$ cat config.mk
export PLATFORM = sky130hd
export DESIGN_NAME = rotating_banner_ctrl
export DESIGN_NICKNAME = d
export VERILOG_FILES = /design/src/rtl/rotating_banner_ctrl.sv
export SDC_FILE = /design/constraint.sdc
export NUM_CORES = 1
export LEC_CHECK = 0
export CAP_MARGIN = 30
export CORE_MARGIN = 1.5
export CORE_UTILIZATION = 54
export DETAILED_ROUTE_END_ITERATION = 6
export GPL_ROUTABILITY_DRIVEN = 0
export PLACE_DENSITY_LB_ADDON = 0.12
export SKIP_LAST_GASP = 1
export SLEW_MARGIN = 10
export SYNTH_ARGS = -nofsm -noshare
export SYNTH_HDL_FRONTEND = slang
export SYNTH_SLANG_ARGS = --single-unit
$ cat constraint.sdc
create_clock -name clk_i -period 5 [get_ports clk_i]
set_clock_uncertainty 0.2 [all_clocks]
set_input_delay 0.75 -clock clk_i [delete_from_list [all_inputs] [get_ports clk_i]]
set_output_delay 0.75 -clock clk_i [all_outputs]
set_load 0.05 [all_outputs]
$ cat src/rtl/rotating_banner_ctrl.sv
// rotating_banner_ctrl
//
// Drives a time-multiplexed, active-low seven-segment display of NUM_DIGITS
// digits. The display shows a NUM_DIGITS-wide window into a MSG_LEN-symbol
// message that the host can rewrite at runtime. The window rotates left or
// right once every 2**TICK_W enabled, unpaused cycles. Each digit is strobed
// for 2**REFRESH_W cycles.
//
// Ports
//   clk_i       system clock
//   rst_ni      asynchronous active-low reset
//   en_i        1 = display on; 0 = anodes off, rotation frozen
//   dir_i       0 = rotate left (pos increments), 1 = rotate right
//   pause_i     1 = freeze rotation, scanning continues
//   msg_we_i    message write strobe
//   msg_addr_i  message write index (indices >= MSG_LEN are ignored)
//   msg_data_i  [4] = blank flag, [3:0] = hex symbol
//   an_o        active-low one-hot anode select
//   sseg_o      active-low segments {g,f,e,d,c,b,a}
//   dp_o        active-low decimal point, marks message index 0
//   pos_o       current window start index
module rotating_banner_ctrl #(
    parameter int NUM_DIGITS = 4,
    parameter int MSG_LEN    = 10,
    parameter int TICK_W     = 12,
    parameter int REFRESH_W  = 8
) (
    input  logic                  clk_i,
    input  logic                  rst_ni,
    input  logic                  en_i,
    input  logic                  dir_i,
    input  logic                  pause_i,
    input  logic                  msg_we_i,
    input  logic [3:0]            msg_addr_i,
    input  logic [4:0]            msg_data_i,
    output logic [NUM_DIGITS-1:0] an_o,
    output logic [6:0]            sseg_o,
    output logic                  dp_o,
    output logic [3:0]            pos_o
);

    localparam logic [3:0] LAST_POS   = 4'(MSG_LEN - 1);
    localparam logic [2:0] LAST_DIGIT = 3'(NUM_DIGITS - 1);
    localparam logic [4:0] MSG_LEN_W  = 5'(MSG_LEN);

    // Window start after one rotation step in the requested direction.
    function automatic logic [3:0] next_pos(input logic [3:0] pos, input logic dir);
        if (!dir) begin
            return (pos == LAST_POS) ? 4'd0 : pos + 4'd1;
        end
        return (pos == 4'd0) ? LAST_POS : pos - 4'd1;
    endfunction

    // The raw index sum never reaches 2*MSG_LEN, so a single conditional
    // subtract is a complete modulo.
    function automatic logic [3:0] wrap_index(input logic [4:0] sum);
        if (sum >= MSG_LEN_W) begin
            return 4'(sum - MSG_LEN_W);
        end
        return sum[3:0];
    endfunction

    // Active-low hex decode; bit 4 of the symbol blanks the digit.
    function automatic logic [6:0] seg_decode(input logic [4:0] sym);
        if (sym[4]) begin
            return 7'h7F;
        end
        case (sym[3:0])
            4'h0: return 7'b1000000;
            4'h1: return 7'b1111001;
            4'h2: return 7'b0100100;
            4'h3: return 7'b0110000;
            4'h4: return 7'b0011001;
            4'h5: return 7'b0010010;
            4'h6: return 7'b0000010;
            4'h7: return 7'b1111000;
            4'h8: return 7'b0000000;
            4'h9: return 7'b0010000;
            4'hA: return 7'b0001000;
            4'hB: return 7'b0000011;
            4'hC: return 7'b1000110;
            4'hD: return 7'b0100001;
            4'hE: return 7'b0000110;
            default: return 7'b0001110;
        endcase
    endfunction

    logic [TICK_W-1:0]     tick_cnt_p0;
    logic [REFRESH_W-1:0]  refresh_cnt_p0;
    logic [2:0]            scan_idx_p0;
    logic [3:0]            pos_p0;
    logic [4:0]            msg_p0 [MSG_LEN];
    logic                  vld_p0;
    logic                  rot_run_p0;
    logic [4:0]            sum_p0;
    logic [3:0]            idx_p0;
    logic [4:0]            sym_p0;
    logic [NUM_DIGITS-1:0] an_nxt_p0;

    logic [NUM_DIGITS-1:0] an_p1;
    logic [6:0]            sseg_p1;
    logic                  dp_p1;

    assign vld_p0     = en_i;
    assign rot_run_p0 = en_i && !pause_i;

    // Stage p0: prescalers, window position, scan index
    always_ff @(posedge clk_i or negedge rst_ni) begin
        if (!rst_ni) begin
            tick_cnt_p0    <= '0;
            refresh_cnt_p0 <= '0;
            scan_idx_p0    <= '0;
            pos_p0         <= '0;
        end else begin
            refresh_cnt_p0 <= refresh_cnt_p0 + 1'b1;
            if (&refresh_cnt_p0) begin
                scan_idx_p0 <= (scan_idx_p0 == LAST_DIGIT) ? 3'd0 : scan_idx_p0 + 3'd1;
            end
            if (rot_run_p0) begin
                tick_cnt_p0 <= tick_cnt_p0 + 1'b1;
                if (&tick_cnt_p0) begin
                    pos_p0 <= next_pos(pos_p0, dir_i);
                end
            end
        end
    end

    // Message store. Out-of-range addresses match no entry and are dropped.
    always_ff @(posedge clk_i or negedge rst_ni) begin
        if (!rst_ni) begin
            for (int i = 0; i < MSG_LEN; i++) begin
                msg_p0[i] <= {1'b0, 4'(i)};
            end
        end else begin
            for (int i = 0; i < MSG_LEN; i++) begin
                if (msg_we_i && (msg_addr_i == 4'(i))) begin
                    msg_p0[i] <= msg_data_i;
                end
            end
        end
    end

    // Digit k shows message index (pos + NUM_DIGITS-1-k) mod MSG_LEN.
    always_comb begin
        sum_p0 = {1'b0, pos_p0} + {2'b00, LAST_DIGIT - scan_idx_p0};
        idx_p0 = wrap_index(sum_p0);
        sym_p0 = 5'h10;
        for (int i = 0; i < MSG_LEN; i++) begin
            if (idx_p0 == 4'(i)) begin
                sym_p0 = msg_p0[i];
            end
        end
        for (int i = 0; i < NUM_DIGITS; i++) begin
            an_nxt_p0[i] = (scan_idx_p0 != 3'(i));
        end
    end

    // Stage p1: registered display drive
    always_ff @(posedge clk_i or negedge rst_ni) begin
        if (!rst_ni) begin
            an_p1   <= '1;
            sseg_p1 <= 7'h7F;
            dp_p1   <= 1'b1;
        end else if (!vld_p0) begin
            an_p1   <= '1;
            sseg_p1 <= 7'h7F;
            dp_p1   <= 1'b1;
        end else begin
            an_p1   <= an_nxt_p0;
            sseg_p1 <= seg_decode(sym_p0);
            dp_p1   <= (idx_p0 != 4'd0);
        end
    end

    assign an_o   = an_p1;
    assign sseg_o = sseg_p1;
    assign dp_o   = dp_p1;
    assign pos_o  = pos_p0;

endmodule

### Word level (Yosys, flattened, before mapping)

Memories as Yosys holds them, arrays and structs flattened.
Cells that the tools add are included.

* equal/unequal tests: 23
* order comparisons: 1
* add/sub/neg operators: 8
* mux-type cells: 28
* multipliers: 0
* shifts and indexed selects: 0
* bitwise logic cells: 0
* reductions and logical operators: 20
* divide/modulo/power cells: 0

Operator list (number)
* two-way mux 5 bit: 10
* == test 4 x 3 -> 1 bit (second input constant): 8
* two-way mux 4 bit: 7
* two-way mux 7 bit: 3
* == test 4 bit (second input constant): 5
* == test 4 x 2 -> 1 bit (second input constant): 4
* AND reduction 13 bit: 1
* adder 12 x 1 -> 12 bit (second input constant): 1
* logical NOT 4 bit: 3
* AND reduction 12 bit: 1
* logical AND 1 bit: 11
* adder 8 x 1 -> 8 bit (second input constant): 1
* == test 4 x 1 -> 1 bit (second input constant): 2
* AND reduction 8 bit: 1
* two-way mux 1 bit: 7
* != test 3 x 2 -> 1 bit (second input constant): 2
* adder 4 x 3 -> 5 bit: 1
* greater-or-equal comparator 5 x 4 -> 1 bit (second input constant): 1
* adder 4 x 1 -> 4 bit (second input constant): 1
* nonzero test 4 bit: 1
* subtractor 4 x 1 -> 4 bit (second input constant): 1
* subtractor 4 bit (second input constant): 1
* adder 3 x 1 -> 3 bit (second input constant): 1
* == test 3 x 2 -> 1 bit (second input constant): 1
* 5 further kinds: 5

* memories: 1
* bits in read-only memories: 112
* word-level logic and storage cells: 98
* output and inout port bits: 16
* memory bits (writable): 0
* flip-flop bits (word level): 89
* latch bits: 0
* input port bits: 15

Memories
* (no name shown): depth 16, bits a word 7, rd ports 1, clocked after Yosys merged registers in 0, write ports 0, RTL line 68 `case (sym[3:0])`

### Logic depth before layout (Yosys ltp)

* depth after elaboration: 20
* mapped depth: 22
* depth with buffers taken out: 20

### Worst setup path after synthesis

Ideal clock, no wire load.

* path kind: reg2reg
* start point: reg pos_p0[1] (netlist: pos_o[1])
* end point: reg sseg_p1[0] (netlist: sseg_o[0])
* stages on the path, launching flop included: 21
* path slack: -131 ps
* path buffers: 4
* library setup time: 66 ps
* arrival: 4866 ps
* path through: dfrtp_1 > clkbuf_1 > inv_1 > fa_1 > clkbuf_2 > xnor2_1 > inv_1 > ha_1 > clkbuf_1 > nand4b_2 > a32oi_4 > xor2_2 > buf_4 > a31o_2 > nor2_1 > o41ai_1 > ha_1 > inv_1 > a211oi_1 > mux2i_1 > nand4_1

* longest elaborated chain between the ends: 19
* elaborated cells between the ends (all ways): 31
* classes of those cells: add/sub: 2; order compare: 1; eq/ne: 9; mux: 17; reduce/logical: 1; memory: 1

RTL lines
* from (decl): RTL line 91 `logic [3:0] pos_p0;`
* from (signal assigned): RTL line 122 `pos_p0 <= next_pos(pos_p0, dir_i);`
* adder 4 x 3 -> 5 bit *: RTL line 145 `sum_p0 = {1'b0, pos_p0} + {2'b00, LAST_DIGIT - scan_idx_p0};`
* subtractor 4 bit / greater-or-equal comparator 5 x 4 -> 1 bit (equally long branches): RTL line 58, 57
* two-way mux 4 bit / two-way mux 1 bit (equally long branches): RTL line 57 `if (sum >= MSG_LEN_W) begin`
* two-way mux 4 bit *: RTL line 60 `return sum[3:0];`
* logical NOT 4 bit: RTL line 149 `if (idx_p0 == 4'(i)) begin`
* two-way mux 5 bit (9 in a row): RTL line 149
* two-way mux 5 bit *: RTL line 149
* parallel branches: the longest is 2 deep, another holds memory (16 x 7 bit)
* two-way mux 7 bit *: RTL line 68
* two-way mux 7 bit *: RTL line 164 `end else if (!vld_p0) begin`
* to (signal assigned): RTL line 170 `sseg_p1 <= seg_decode(sym_p0);`
* to (decl): RTL line 101 `logic [6:0] sseg_p1;`

Every way passes the cells marked *. The select of a mux whose other input is x is not followed.
A chain may end at the register's enable or synchronous reset.

### Final worst setup path

* start point: reg scan_idx_p0[0]
* end point: reg sseg_p1[3] (netlist: sseg_o[3])

* longest elaborated chain between the ends: 20
* elaborated cells between the ends (all ways): 32
* classes of those cells: add/sub: 3; order compare: 1; eq/ne: 9; mux: 17; reduce/logical: 1; memory: 1

RTL lines
* from (decl): RTL line 90 `logic [2:0] scan_idx_p0;`
* from (signal assigned): RTL line 117 `scan_idx_p0 <= (scan_idx_p0 == LAST_DIGIT) ? 3'd0 : scan_idx_p0 + 3'd1;`
* subtractor 2 x 3 -> 3 bit *: RTL line 145
* adder 4 x 3 -> 5 bit *: RTL line 145
* subtractor 4 bit / greater-or-equal comparator 5 x 4 -> 1 bit (equally long branches): RTL line 58, 57
* two-way mux 4 bit / two-way mux 1 bit (equally long branches): RTL line 57
* two-way mux 4 bit *: RTL line 60
* logical NOT 4 bit: RTL line 149
* two-way mux 5 bit (9 in a row): RTL line 149
* two-way mux 5 bit *: RTL line 149
* parallel branches: the longest is 2 deep, another holds memory (16 x 7 bit)
* two-way mux 7 bit *: RTL line 68
* two-way mux 7 bit *: RTL line 164

Marks and branches as above.

==> run_results.csv <==
group,metric,value,unit
floorplanning,ios,31,
sta,rsz0062_at_grt,"false",
pwr,p_leak,0.00235,µW
clock_tree,cts_made_buffers,9,
logic_synthesis,synth_compound_area_frac,0.108,
logic_synthesis,yosysSeqAreaShare,0.457,
setup_path,cp_max_fo,8,
setup_path,worstSetupEndpointType,"register",
logic_synthesis,avgSynthCellArea,11.3,µm²
pwr,power_density,326,nW/µm²
setup_path,critPathRequiredTime,5.04,ns
place,dpl.hpwl,7030,µm
final_layout,nNetsFinal,500,
route,vias,3366,
floorplanning,die_area,9740,µm²
sta,finalHoldViolations,0,
sta,worst_pin_slew,0.645,ns
floorplanning,rows,34,
clock_tree,clock_sinks,89,
setup_path,r2r_end,"sseg_o[3]",
clock_tree,tritoncts,"done",
logic_synthesis,syn_inst,439,
sta,relSlewSlack,0.558,
place,dpl-instance-area,5340,µm²
sta,finalCriticalPeriod,4.66,ns
global_route,grt_pass1_vias,3346,
route,via_per_inst,5.80,
clock_tree,htreeDepth,3,
run_status,status,"finished, violations left",
clock_tree,postCtsHoldBufs,0,
floorplanning,initial_core_util,0.562,
logic_synthesis,syn_area,4940,µm²
route,first_iter_violations,120,
floorplanning,core,8810,µm²
sta,fmax,215,MHz
logic_synthesis,yosys.area.top_type_share,0.314,
logic_synthesis,synth-simple-area-share,0.134,
clock_tree,clk_latency,0.36,ns
clock_tree,clkTransAtPathRegs,0.09,ns
sta,setup_tns,0,ns
logic_synthesis,netlist_top_cells_area,"dfrtp_1, dfstp_2, mux2_2",
logic_synthesis,ys_warn_count,0,
global_route,grt_usage,0.221,
pwr,p_total,1820,µW
final_layout,synthToLayoutAreaGrowth,12.9,%
route,wl,9770,µm
setup_path,cp_num_buf_inv,5,
setup_path,reg2reg_slack,0.34,ns
floorplanning,die_h,98.7,µm
min_path,min_path_type,"in -> async",
logic_synthesis,synth_flop_cell,"dfrtp_1",
global_route,grt_max_degree,54,
sta,setup_violations,0,
place,portBuffers,30,
clock_tree,cts_root_buf,"clkbuf_8",
final_layout,num_antenna_cells,0,
global_route,grt_pass1_wl,16800,µm
logic_synthesis,synth_edf_count,0,
final_layout,design_area,5580,µm²
route,first_pass_iters,7,
route,drc,4,
global_route,grt_overflow_total,0,
final_layout,layout.cells.non_filler,580,
logic_synthesis,yosys.area.top_type,"dfrtp_1",
place,dp_cells,561,
setup_path,arrival,4.70,ns
clock_tree,clockBufferDepth,2,
route,routedWlPerCell,16.8,µm
logic_synthesis,synth.distinct_cells,68,
logic_synthesis,yosys-mux-area-fraction,0.174,
route,drtAntennaViolNets,0,
run_status,violations,"design-rule violations",
sta,period_share,0.931,
final_layout,fillers,726,
logic_synthesis,synth_nets,472,
setup_path,crit_family,"adder cells",
logic_synthesis,async_flop_share,1.00,
pwr,vdd_drop_max,0.176,mV
setup_path,crit_path_frequent_cell,"inv_1",
logic_synthesis,yosys.area_share.adder,0.0471,
setup_path,cp_cell_sequence,"inv_1, ha_1, inv_1, fa_2, xnor2_1, inv_1, ha_2, nand3b_1, mux2i_1, nor2_1, nand2b_1, a31oi_2, inv_1, ha_1, inv_1, o21ai_0, o221ai_1",
sta,slew_viol_final,0,
logic_synthesis,synth-xor-area-share,0.0438,
flow_run,max-cap-violations,0,
logic_synthesis,synth_top_family_by_area,"multiplexers",
setup_path,crit_slowest_cell,"mux2i_1",
setup_path,cpPeakStageDelay,0.52,ns
global_route,grt_antenna_before_repair,0,
setup_path,start_kind,"register",
logic_synthesis,synth-seq-cells,89,
final_layout,drive_above_1_share,0.278,
setup_path,crit_type,"reg -> reg",
floorplanning,die_w,98.7,µm
setup_path,reg2regPathDepth,17,
logic_synthesis,synth.most_common_cell,"dfrtp_1",
logic_synthesis,synth_commonest_cells,"dfrtp_1, mux2_2, nand2_1, dfstp_2, nor2_1",
setup_path,r2r_start,"scan_idx_p0[0]",
==> routing by layer <==
layer,routed length [µm],GRT usage,vias up
met2,4570,0.348,77
met3,371,0.0447,11
li1,-,-,1633
met4,148,0.0670,0
met5,0,0,-
met1,4680,0.310,1645
==> flip-flops by register name, summed over array words and instances, names as in the netlist <==
register / flops
refresh_cnt_p0: 8
dp_o: 1
pos_o: 4
sseg_o: 7
an_o: 4
tick_cnt_p0: 12
msg_p0: 50
scan_idx_p0: 3
==> worst max path at each step <==
| stage | start | endpoint | slack (ns) | depth (start not counted) |
|---|---|---|---|---|
| after floorplan | pos_o[1] | sseg_o[0] | 0.13 | 20 |
| after global placement | scan_idx_p0[0] | sseg_o[5] | 0.26 | 16 |
| after detailed placement | scan_idx_p0[0] | sseg_o[3] | 0.05 | 19 |
| after CTS | scan_idx_p0[0] | sseg_o[3] | 0.01 | 19 |
| after global routing | scan_idx_p0[0] | sseg_o[0] | 0.006 | 20 |
| final | scan_idx_p0[0] | sseg_o[3] | 0.34 | 17 |
==> final cells by class <==
type / instances / area, µm² / area share
clock buffers: 12 / 155 / 0.0278
inverters: 16 / 60.1 / 0.0108
multi-input cells: 309 / 2530 / 0.452
repair buffers: 42 / 410 / 0.0735
flip-flops and latches: 89 / 2260 / 0.405
clock inverters: 4 / 36.3 / 0.00650
well taps: 108 / 135 / 0.0242
==> placed cells by master, fill, tap and decap left out, drive strengths merged, types with 7 or more instances in the layout <==
cell	instances
nand2	28
clkbuf	12
a21oi	12
dfrtp	62
nand3	16
o211ai	10
inv	16
dfstp	27
buf	13
nand3b	7
o21ai	14
xor2	9
xnor2	14
nor2	22
clkdlybuf4s50	29
mux2	56
ha	17
nor3	7
mux2i	18
==> cells by family after synthesis <==
logic type / Yosys count
multiplexers: 76
adder cells (fa/ha/maj): 18
flip-flops: 89
XOR/XNOR: 23
AND/OR/NAND/NOR: 123
AO/OA/AOI/OAI: 69
buffers and inverters: 41
==> report_power, final <==
group | total (µW) | internal [µW] | switching (µW)
Sequential | 950 | 877 | 72.6
Clock | 479 | 214 | 265
Combinational | 395 | 202 | 193
==> per-stage QoR <==
step                utilization  hold WS [ns]  setup slack (ns)
floorplan                     -         0.234             0.126
global placement          0.607         0.248             0.265
detailed placement        0.607         0.254            0.0453
CTS                       0.628         0.143            0.0148
global route              0.634         0.156           0.00568
finish                    0.634         0.135             0.344
==> timing repair <==
action,4_1_cts,5_1_grt
gates resized for setup,0,4
buffers inserted,0,2
endpoints found under the setup margin,0,7
Power figures use the tool's default switching activity.
